===== src/rtl/jtag_xfer_seq.sv =====
// Turns one DAP-level request into a sequence of jtagIF launches.
// Covered sequences: IR select, DR transfer, RDBUFF read-back, WAIT retry, chain reset, ID read.
module jtag_xfer_seq #(
  parameter logic [15:0] WAITMAX = 16'd64
) (
  input  logic        clk,
  input  logic        rst,
  input  logic        req_go,
  input  logic [1:0]  req_op,
  input  logic        req_rnw,
  input  logic        req_apndp,
  input  logic [1:0]  req_addr32,
  input  logic [31:0] req_wdata,
  input  logic [15:0] wait_retries,
  output logic        req_busy,
  output logic        req_done,
  output logic [2:0]  req_ack,
  output logic [31:0] req_rdata,
  output logic [1:0]  cmd,
  output logic [3:0]  ir,
  output logic        rnw,
  output logic        apndp,
  output logic [1:0]  addr32,
  output logic [31:0] dwrite,
  output logic        go,
  input  logic        idle,
  input  logic [2:0]  ack,
  input  logic [31:0] dread
);

  localparam logic [1:0] CMD_IR  = 2'd0;
  localparam logic [1:0] CMD_TFR = 2'd1;
  localparam logic [1:0] CMD_RID = 2'd2;
  localparam logic [1:0] CMD_RST = 2'd3;

  localparam logic [3:0] IR_DPACC  = 4'hA;
  localparam logic [3:0] IR_APACC  = 4'hB;
  localparam logic [3:0] IR_IDCODE = 4'hE;

  localparam logic [2:0] ACK_WAIT = 3'b001;
  localparam logic [2:0] ACK_OK   = 3'b010;
  localparam logic [2:0] ACK_RSVD = 3'b111;

  // CRST and RDID carry the RESET and READID launches of the reset/ID requests.
  typedef enum logic [2:0] {IDLE, SETIR, XFER, RDBUF, DONE, CRST, RDID} state_e;
  typedef enum logic {L_GO, L_RUN} lph_e;

  state_e      state_q, state_d, ret_q, ret_d, nst;
  lph_e        lph_q, lph_d;
  logic        go_q, go_d;
  logic [1:0]  cmd_q, cmd_d;
  logic [3:0]  ir_q, ir_d;
  logic        rnw_q, rnw_d, apndp_q, apndp_d;
  logic [1:0]  addr_q, addr_d;
  logic [31:0] dwrite_q, dwrite_d;
  logic        busy_q, busy_d, done_q, done_d;
  logic [2:0]  rack_q, rack_d;
  logic [31:0] rdata_q, rdata_d;
  logic        cvld_q, cvld_d;
  logic [3:0]  cir_q, cir_d, tir_q, tir_d;
  logic [1:0]  op_q, op_d;
  logic        lrnw_q, lrnw_d, lapndp_q, lapndp_d;
  logic [1:0]  laddr_q, laddr_d;
  logic [31:0] lwdata_q, lwdata_d;
  logic [15:0] cnt_q, cnt_d, lim_q, lim_d;
  logic        start, fin;
  logic [2:0]  fin_ack;

  assign req_busy  = busy_q;
  assign req_done  = done_q;
  assign req_ack   = rack_q;
  assign req_rdata = rdata_q;
  assign cmd       = cmd_q;
  assign ir        = ir_q;
  assign rnw       = rnw_q;
  assign apndp     = apndp_q;
  assign addr32    = addr_q;
  assign dwrite    = dwrite_q;
  assign go        = go_q;

  always_comb begin
    state_d  = state_q;   ret_d    = ret_q;    lph_d   = lph_q;
    go_d     = go_q;      cmd_d    = cmd_q;    ir_d    = ir_q;
    rnw_d    = rnw_q;     apndp_d  = apndp_q;  addr_d  = addr_q;
    dwrite_d = dwrite_q;  busy_d   = busy_q;   done_d  = 1'b0;
    rack_d   = rack_q;    rdata_d  = rdata_q;  cvld_d  = cvld_q;
    cir_d    = cir_q;     tir_d    = tir_q;    op_d    = op_q;
    lrnw_d   = lrnw_q;    lapndp_d = lapndp_q; laddr_d = laddr_q;
    lwdata_d = lwdata_q;  cnt_d    = cnt_q;    lim_d   = lim_q;
    start    = 1'b0;      nst      = state_q;
    fin      = 1'b0;      fin_ack  = ACK_OK;

    case (state_q)
      IDLE, DONE: begin
        state_d = IDLE;
        if (req_go) begin
          busy_d   = 1'b1;
          op_d     = req_op;
          lrnw_d   = req_rnw;
          lapndp_d = req_apndp;
          laddr_d  = req_addr32;
          lwdata_d = req_wdata;
          lim_d    = wait_retries;
          cnt_d    = 16'd0;
          case (req_op)
            2'd0: begin
              tir_d = req_apndp ? IR_APACC : IR_DPACC;
              ret_d = XFER;
              start = 1'b1;
              nst   = (cvld_q && cir_q == tir_d) ? XFER : SETIR;
            end
            2'd1, 2'd2: begin
              start = 1'b1;
              nst   = CRST;
            end
            default: begin
              fin     = 1'b1;
              fin_ack = ACK_RSVD;
            end
          endcase
        end
      end
      default: begin
        if (lph_q == L_GO) begin
          if (!idle) begin
            go_d  = 1'b0;
            lph_d = L_RUN;
          end
        end else if (idle) begin
          // idle back high: this launch has finished, ack/dread are valid now
          case (state_q)
            SETIR: begin
              cvld_d = 1'b1;
              cir_d  = ir_q;
              start  = 1'b1;
              nst    = ret_q;
            end
            CRST: begin
              if (op_q == 2'd1) begin
                start = 1'b1;
                nst   = RDID;
              end else begin
                fin = 1'b1;
              end
            end
            RDID: begin
              cvld_d  = 1'b1;
              cir_d   = IR_IDCODE;
              rdata_d = dread;
              fin     = 1'b1;
            end
            XFER: begin
              if (ack == ACK_WAIT && cnt_q < lim_q) begin
                cnt_d = (cnt_q == 16'hFFFF) ? cnt_q : cnt_q + 16'd1;
                start = 1'b1;
                nst   = XFER;
              end else if (ack == ACK_OK && lrnw_q) begin
                tir_d = IR_DPACC;
                cnt_d = 16'd0;
                ret_d = RDBUF;
                start = 1'b1;
                nst   = (cvld_q && cir_q == IR_DPACC) ? RDBUF : SETIR;
              end else begin
                fin     = 1'b1;
                fin_ack = ack;
              end
            end
            RDBUF: begin
              if (ack == ACK_WAIT && cnt_q < lim_q) begin
                cnt_d = (cnt_q == 16'hFFFF) ? cnt_q : cnt_q + 16'd1;
                start = 1'b1;
                nst   = RDBUF;
              end else begin
                if (ack == ACK_OK) rdata_d = dread;
                fin     = 1'b1;
                fin_ack = ack;
              end
            end
            default: begin
              fin     = 1'b1;
              fin_ack = ACK_RSVD;
            end
          endcase
        end
      end
    endcase

    if (start) begin
      state_d = nst;
      lph_d   = L_GO;
      go_d    = 1'b1;
      case (nst)
        SETIR: begin
          cmd_d = CMD_IR;
          ir_d  = tir_d;
        end
        XFER: begin
          cmd_d    = CMD_TFR;
          rnw_d    = lrnw_d;
          apndp_d  = lapndp_d;
          addr_d   = laddr_d;
          dwrite_d = lwdata_d;
        end
        RDBUF: begin
          cmd_d   = CMD_TFR;
          rnw_d   = 1'b1;
          apndp_d = 1'b0;
          addr_d  = 2'd3;
        end
        CRST: begin
          cmd_d  = CMD_RST;
          cvld_d = 1'b0;
        end
        default: cmd_d = CMD_RID;
      endcase
    end

    if (fin) begin
      state_d = DONE;
      done_d  = 1'b1;
      busy_d  = 1'b0;
      rack_d  = fin_ack;
      go_d    = 1'b0;
    end
  end

  always_ff @(posedge clk or negedge rst) begin
    if (!rst) begin
      state_q  <= IDLE;   ret_q    <= XFER;   lph_q   <= L_GO;
      go_q     <= 1'b0;   cmd_q    <= 2'd0;   ir_q    <= 4'd0;
      rnw_q    <= 1'b0;   apndp_q  <= 1'b0;   addr_q  <= 2'd0;
      dwrite_q <= 32'd0;  busy_q   <= 1'b0;   done_q  <= 1'b0;
      rack_q   <= 3'd0;   rdata_q  <= 32'd0;  cvld_q  <= 1'b0;
      cir_q    <= 4'd0;   tir_q    <= 4'd0;   op_q    <= 2'd0;
      lrnw_q   <= 1'b0;   lapndp_q <= 1'b0;   laddr_q <= 2'd0;
      lwdata_q <= 32'd0;  cnt_q    <= 16'd0;  lim_q   <= WAITMAX;
    end else begin
      state_q  <= state_d;  ret_q    <= ret_d;    lph_q   <= lph_d;
      go_q     <= go_d;     cmd_q    <= cmd_d;    ir_q    <= ir_d;
      rnw_q    <= rnw_d;    apndp_q  <= apndp_d;  addr_q  <= addr_d;
      dwrite_q <= dwrite_d; busy_q   <= busy_d;   done_q  <= done_d;
      rack_q   <= rack_d;   rdata_q  <= rdata_d;  cvld_q  <= cvld_d;
      cir_q    <= cir_d;    tir_q    <= tir_d;    op_q    <= op_d;
      lrnw_q   <= lrnw_d;   lapndp_q <= lapndp_d; laddr_q <= laddr_d;
      lwdata_q <= lwdata_d; cnt_q    <= cnt_d;    lim_q   <= lim_d;
    end
  end

endmodule

===== config.mk =====
export PLATFORM = sky130hd
export DESIGN_NAME = jtag_xfer_seq
export DESIGN_NICKNAME = d
export VERILOG_FILES = /design/src/rtl/jtag_xfer_seq.sv
export SDC_FILE = /design/constraint.sdc
export NUM_CORES = 1
export LEC_CHECK = 0
export ABC_AREA = 1
export CAP_MARGIN = 10
export CORE_ASPECT_RATIO = 0.8
export CORE_MARGIN = 3
export CORE_UTILIZATION = 54
export DETAILED_ROUTE_END_ITERATION = 10
export HOLD_SLACK_MARGIN = 0.12
export MAX_ROUTING_LAYER = met4
export PLACE_DENSITY = 0.85
export RECOVER_POWER = 50
export SETUP_SLACK_MARGIN = 0.5
export SYNTH_ARGS = -nofsm -noshare
export SYNTH_HDL_FRONTEND = slang
export SYNTH_SLANG_ARGS = --single-unit

===== constraint.sdc =====
create_clock -name clk -period 5.35 [get_ports clk]
set_clock_uncertainty 0.05 [all_clocks]
set_input_delay 1.07 -clock clk [delete_from_list [all_inputs] [get_ports clk]]
set_output_delay 1.07 -clock clk [all_outputs]
set_load 0.03 [all_outputs]

Word level (Yosys, flattened, before mapping). Cells that the tools add are included.

Flip-flop bits (word level): 166.

Add/subtract/negate cells: 1. Bitwise logic cells: 1. $lt $le $gt $ge: 1. Muxes and demuxes: 105. Equality and inequality tests: 29. Reduce and logical (&&, ||, !) cells: 33.

Operator list (number): two-way mux 16 bit (8); two-way mux 32 bit (4); two-way mux 3 bit (27); one-hot mux 32 bit (2 select lines) (1); two-way mux 1 bit (42); two-way mux 4 bit (8); one-hot mux 16 bit (2 select lines) (1); nonzero test 2 bit (9); adder 16 x 1 -> 16 bit, second input constant (1); equality test 16 bit, second input constant (1); less-than comparator 16 bit (1); equality test 3 x 2 -> 1 bit, second input constant (5); equality test 3 bit, second input constant (4); one-hot mux 3 bit (4 select lines) (1); AND reduction 6 bit (2); AND reduction 2 bit (5); equality test 3 x 1 -> 1 bit, second input constant (3); one-hot mux 3 bit (3 select lines) (1); two-way mux 2 bit (4); inequality test 2 bit, second input constant (4); one-hot mux 1 bit (4 select lines) (2); one-hot mux 4 bit (2 select lines) (1); OR reduction 2 bit (4); AND reduction 7 bit (1); other kinds (21) (30).

Longest topological paths before layout.
Depth after elaboration: 12. Mapped depth: 19. Depth with buffers taken out: 18.

Least setup slack after synthesis. OpenSTA, ideal clock, no wires.

Path kind: input to register. From: in req_op[0]. To: reg dwrite_q[1], in the netlist dwrite[1]. Arrival: 2438 ps. Required time: 5177 ps. Slack: 2739 ps. Cell stages on the path: 8. Buffers on the path: 1. Cell sequence: ha_1 -> nor2_1 -> inv_1 -> o31ai_2 -> nand4_4 -> clkbuf_2 -> o21ai_0 -> nand2_1.

Word-level cells in the longest chain between the ends: 7. Elaborated cells between the ends (all ways): 13. Classes of those cells: eq/ne (3); mux (6); reduce/logical (4).

Ends and longest elaborated chain: start: declaration (line 9) `input logic [1:0] req_op,`; equality test 2 x 1 -> 1 bit or equality test 2 bit (tied branches) (line 105) `case (req_op)`; OR reduction 2 bit (line 105); one-hot mux 3 bit (2 select lines) (line 105); two-way mux 3 bit (line 96) `if (req_go) begin`; two-way mux 3 bit (line 93) `case (state_q)`; equality test 3 x 2 -> 1 bit (line 192) `case (nst)`; AND reduction 2 bit (no source line) *; end signal: assignment (line 241) `dwrite_q <= dwrite_d; busy_q <= busy_d; done_q <= done_d;`; end: declaration (line 55) `logic [31:0] dwrite_q, dwrite_d;`.

Mark *: on every way between the ends. The rest lies on a longest branch, timed or not. A chain may end at the register's enable or synchronous reset.

==> reports/qor.csv <==
stage;metric;value;unit
job;drv_cap;2;
final_layout;area_growth;33.2;%
sta;slew_headroom;-75.1;%
critical_path;crit_end;req_rdata[4];
critical_path;crit_buf_inv;2;
clock_tree;ctsHtreeMaxLevel;4;
detailed_routing;vias;6211;
placement;port_buffers;172;
detailed_routing;drc;0;
sta;fin_crit_sh;70.9;%
logic_synthesis;yosysWarningCount;0;
sta;fin_ws;1550;ps
clock_tree;cts_resized;0;
logic_synthesis;synth_ff_type;dfrtp_1;
clock_tree;cts_root_buf;clkbuf_16;
sta;grt_setup_unrepaired;no;
pwr;max-vdd-ir-drop;0.318;mV
grt;grt_remaining_overflow;0;
sta;slew_viol_final;85;
sta;fin_setup_tns;0;ps
critical_path;critical_path_class;input port to async pin;
logic_synthesis;syn-cell-area;7330;um2
detailed_routing;drt_first_iter_violations;435;
floorplan;die_h;110;um
sta;setup_viol;0;
hold_path;min_path_type;register to register;
floorplan;initial_utilization;56.2;%
critical_path;ff2ff_path_depth;15;
critical_path;arrival;4100;ps
critical_path;crit_path_end_kind;async pin;
status;status;complete, but fails checks;
grt;antenna_found_initial;0;
clock_tree;cts_hold_buffers;0;
final_layout;drive_above_1_share;9.13;%
clock_tree;clock_latency;430;ps
sta;final-hold-violation-count;0;
floorplan;pin_count;173;
logic_synthesis;synth_edf_count;0;
logic_synthesis;synth.avg_cell_area;8.99;um2
grt;grt_pass1_wl;28900;um
grt;grt_max_degree;62;
critical_path;rr_startpoint;lim_q[6];
logic_synthesis;synthCells;816;
critical_path;crit_path_cell_trace;clkbuf_1 -> clkbuf_2;
logic_synthesis;syn_nets;927;
floorplan;rows;37;
critical_path;cpLargestDelayFamily;buffers and inverters;
critical_path;ff2ff_setup_slack;2260;ps
clock_tree;cts_sinks;161;
critical_path;critPathSlowestCell;clkbuf_1;
final_layout;final_cells;1172;
clock_tree;post_cts_buffers;0;
sta;max_freq;0.263;GHz
logic_synthesis;ys_seq_area_share;55.0;%
placement;place_congestion;0.902;
floorplan;core_area;13100;um2
critical_path;cp-start-kind;input port;
clock_tree;numCtsBuffers;17;
placement;dpl.hpwl;12500;um
placement;placed_cells;1140;
pwr;power;4980;uW
detailed_routing;wirelength;18300;um
critical_path;r2r-end;addr32[1];
pwr;power_leakage;0.00475;uW
critical_path;crit_required;5650;ps
detailed_routing;firstDrtPassIters;5;
clock_tree;clk_pin_slew_worst_paths;60;ps
placement;post-place-ws;1590;ps
critical_path;crit_path_max_incr_delay;1820;ps
clock_tree;cts_buffer_depth;2;
detailed_routing;detail_route.wl_per_cell;15.6;um
clock_tree;cts_tree;built;
critical_path;crit_fanout;51;
critical_path;cp-startpoint;rst;
grt;grt_pass1_vias;5878;
final_layout;antenna_cells;0;
final_layout;nets;1095;
detailed_routing;vias_per_cell;5.30;
logic_synthesis;async_reset_ff_share;100;%
sta;post-route-min-period;3800;ps
logic_synthesis;ys_types;41;
status;violations;max-capacitance violations, max-slew violations;
floorplan;dieWidth;136;um
pwr;p_per_area;510;nW/um2
grt;grt_usage;25.4;%
floorplan;dieArea;15000;um2
logic_synthesis;ys_ff_latch;161;
sta;tightest_slew;2630;ps
detailed_routing;ant_nets;0;
critical_path;worst-path-stages;2;
## routing by layer
metal / up-vias / routed length (um) / track usage [%]
li1: 2977 / - / -
met1: 2925 / 7740 / 33.7
met2: 283 / 8540 / 39.4
met3: 26 / 1740 / 5.72
met4: 0 / 272 / 8.71
met5: - / 0 / -
## where the power goes
part           total [uW]  internal [uW]  switching (uW)
Clock                1270            757             512
Sequential           1820           1630             196
Combinational        1890            665            1230
## final cells by class
cell class / instances / area [um2]
Clock buffer: 19 / 443
Fill cell: 905 / 3290
Multi-Input combinational cell: 555 / 2890
Sequential cell: 161 / 4030
Clock inverter: 13 / 174
Inverter: 73 / 274
Timing Repair Buffer: 176 / 1740
Tap cell: 175 / 219
## registers in the layout (all words and copies together) (netlist names), 2 cells and up
signal,count
lwdata_q,32
addr32,2
dwrite,32
lim_q,16
req_ack,3
cmd,2
state_q,3
laddr_q,2
ir,4
req_rdata,32
cir_q,4
cnt_q,16
op_q,2
## cells in the mapped netlist, types with 9 or more instances
| cell | number | area [um2] |
|---|---|---|
| nand2_1 | 273 | 1020 |
| dfrtp_1 | 160 | 4000 |
| inv_1 | 66 | 248 |
| o21ai_0 | 65 | 325 |
| nor2_1 | 50 | 188 |
| mux2_2 | 32 | 360 |
| nand3_1 | 25 | 125 |
| a21oi_1 | 19 | 95.1 |
| ha_1 | 18 | 225 |
| clkbuf_1 | 10 | 37.5 |
| xor2_1 | 10 | 87.6 |
| buf_2 | 9 | 45.0 |
| nor3_1 | 9 | 45.0 |
## cell usage in the layout (no fill, tap or decap), types with 10 or more instances in the layout
| cell type | instances |
|---|---|
| dfrtp_1 | 160 |
| o21ai_0 | 66 |
| clkdlybuf4s50_1 | 165 |
| nand2_1 | 274 |
| nand3_1 | 25 |
| a21oi_1 | 19 |
| ha_1 | 18 |
| xor2_1 | 10 |
| clkbuf_16 | 17 |
| nor2_1 | 49 |
| inv_1 | 67 |
| mux2_2 | 32 |
## worst min-delay path by stage
stage / to / depth (start not counted) / slack, ps / from
after floorplan: lwdata_q[0] / 2 / 390 / lwdata_q[0]
after global placement: lwdata_q[14] / 2 / 400 / lwdata_q[14]
after detailed placement: lwdata_q[13] / 2 / 410 / lwdata_q[13]
after CTS: lwdata_q[13] / 2 / 430 / lwdata_q[13]
after global routing: lwdata_q[1] / 2 / 440 / lwdata_q[1]
final: lwdata_q[2] / 2 / 420 / lwdata_q[2]
## worst register-to-register path, cell delays in order, from the launching register on
cell and delay, ps:
dfstp_2 520, inv_1 50, ha_1 270, nand2_1 60, o21a_1 180, nand2_1 120, nand2_1 90, nand2_2 150
nand2_1 130, nand3_1 110, nand2_1 180, inv_2 550, nor2_2 160, inv_1 220, nand2_1 100, nand2_1 70
## cell families after synthesis
kind of cell | share of synthesized area (%)
xor gates and xnor gates | 1.19
and+or+nand+nor | 21.8
buffers and inverters | 5.68
DFF | 55.0
AOI/OAI and AO/OA | 8.38
muxes | 4.91
adders and majority gates | 3.07
## stage by stage
step,hold slack [ps],utilization [%],cell area (um2)
floorplan,388,-,7330
global placement,400,70.3,9170
detailed placement,409,70.3,9170
CTS,425,75.0,9790
global route,441,74.8,9770
finish,421,74.8,9770
No activity file was read; power rests on OpenSTA's default activity.
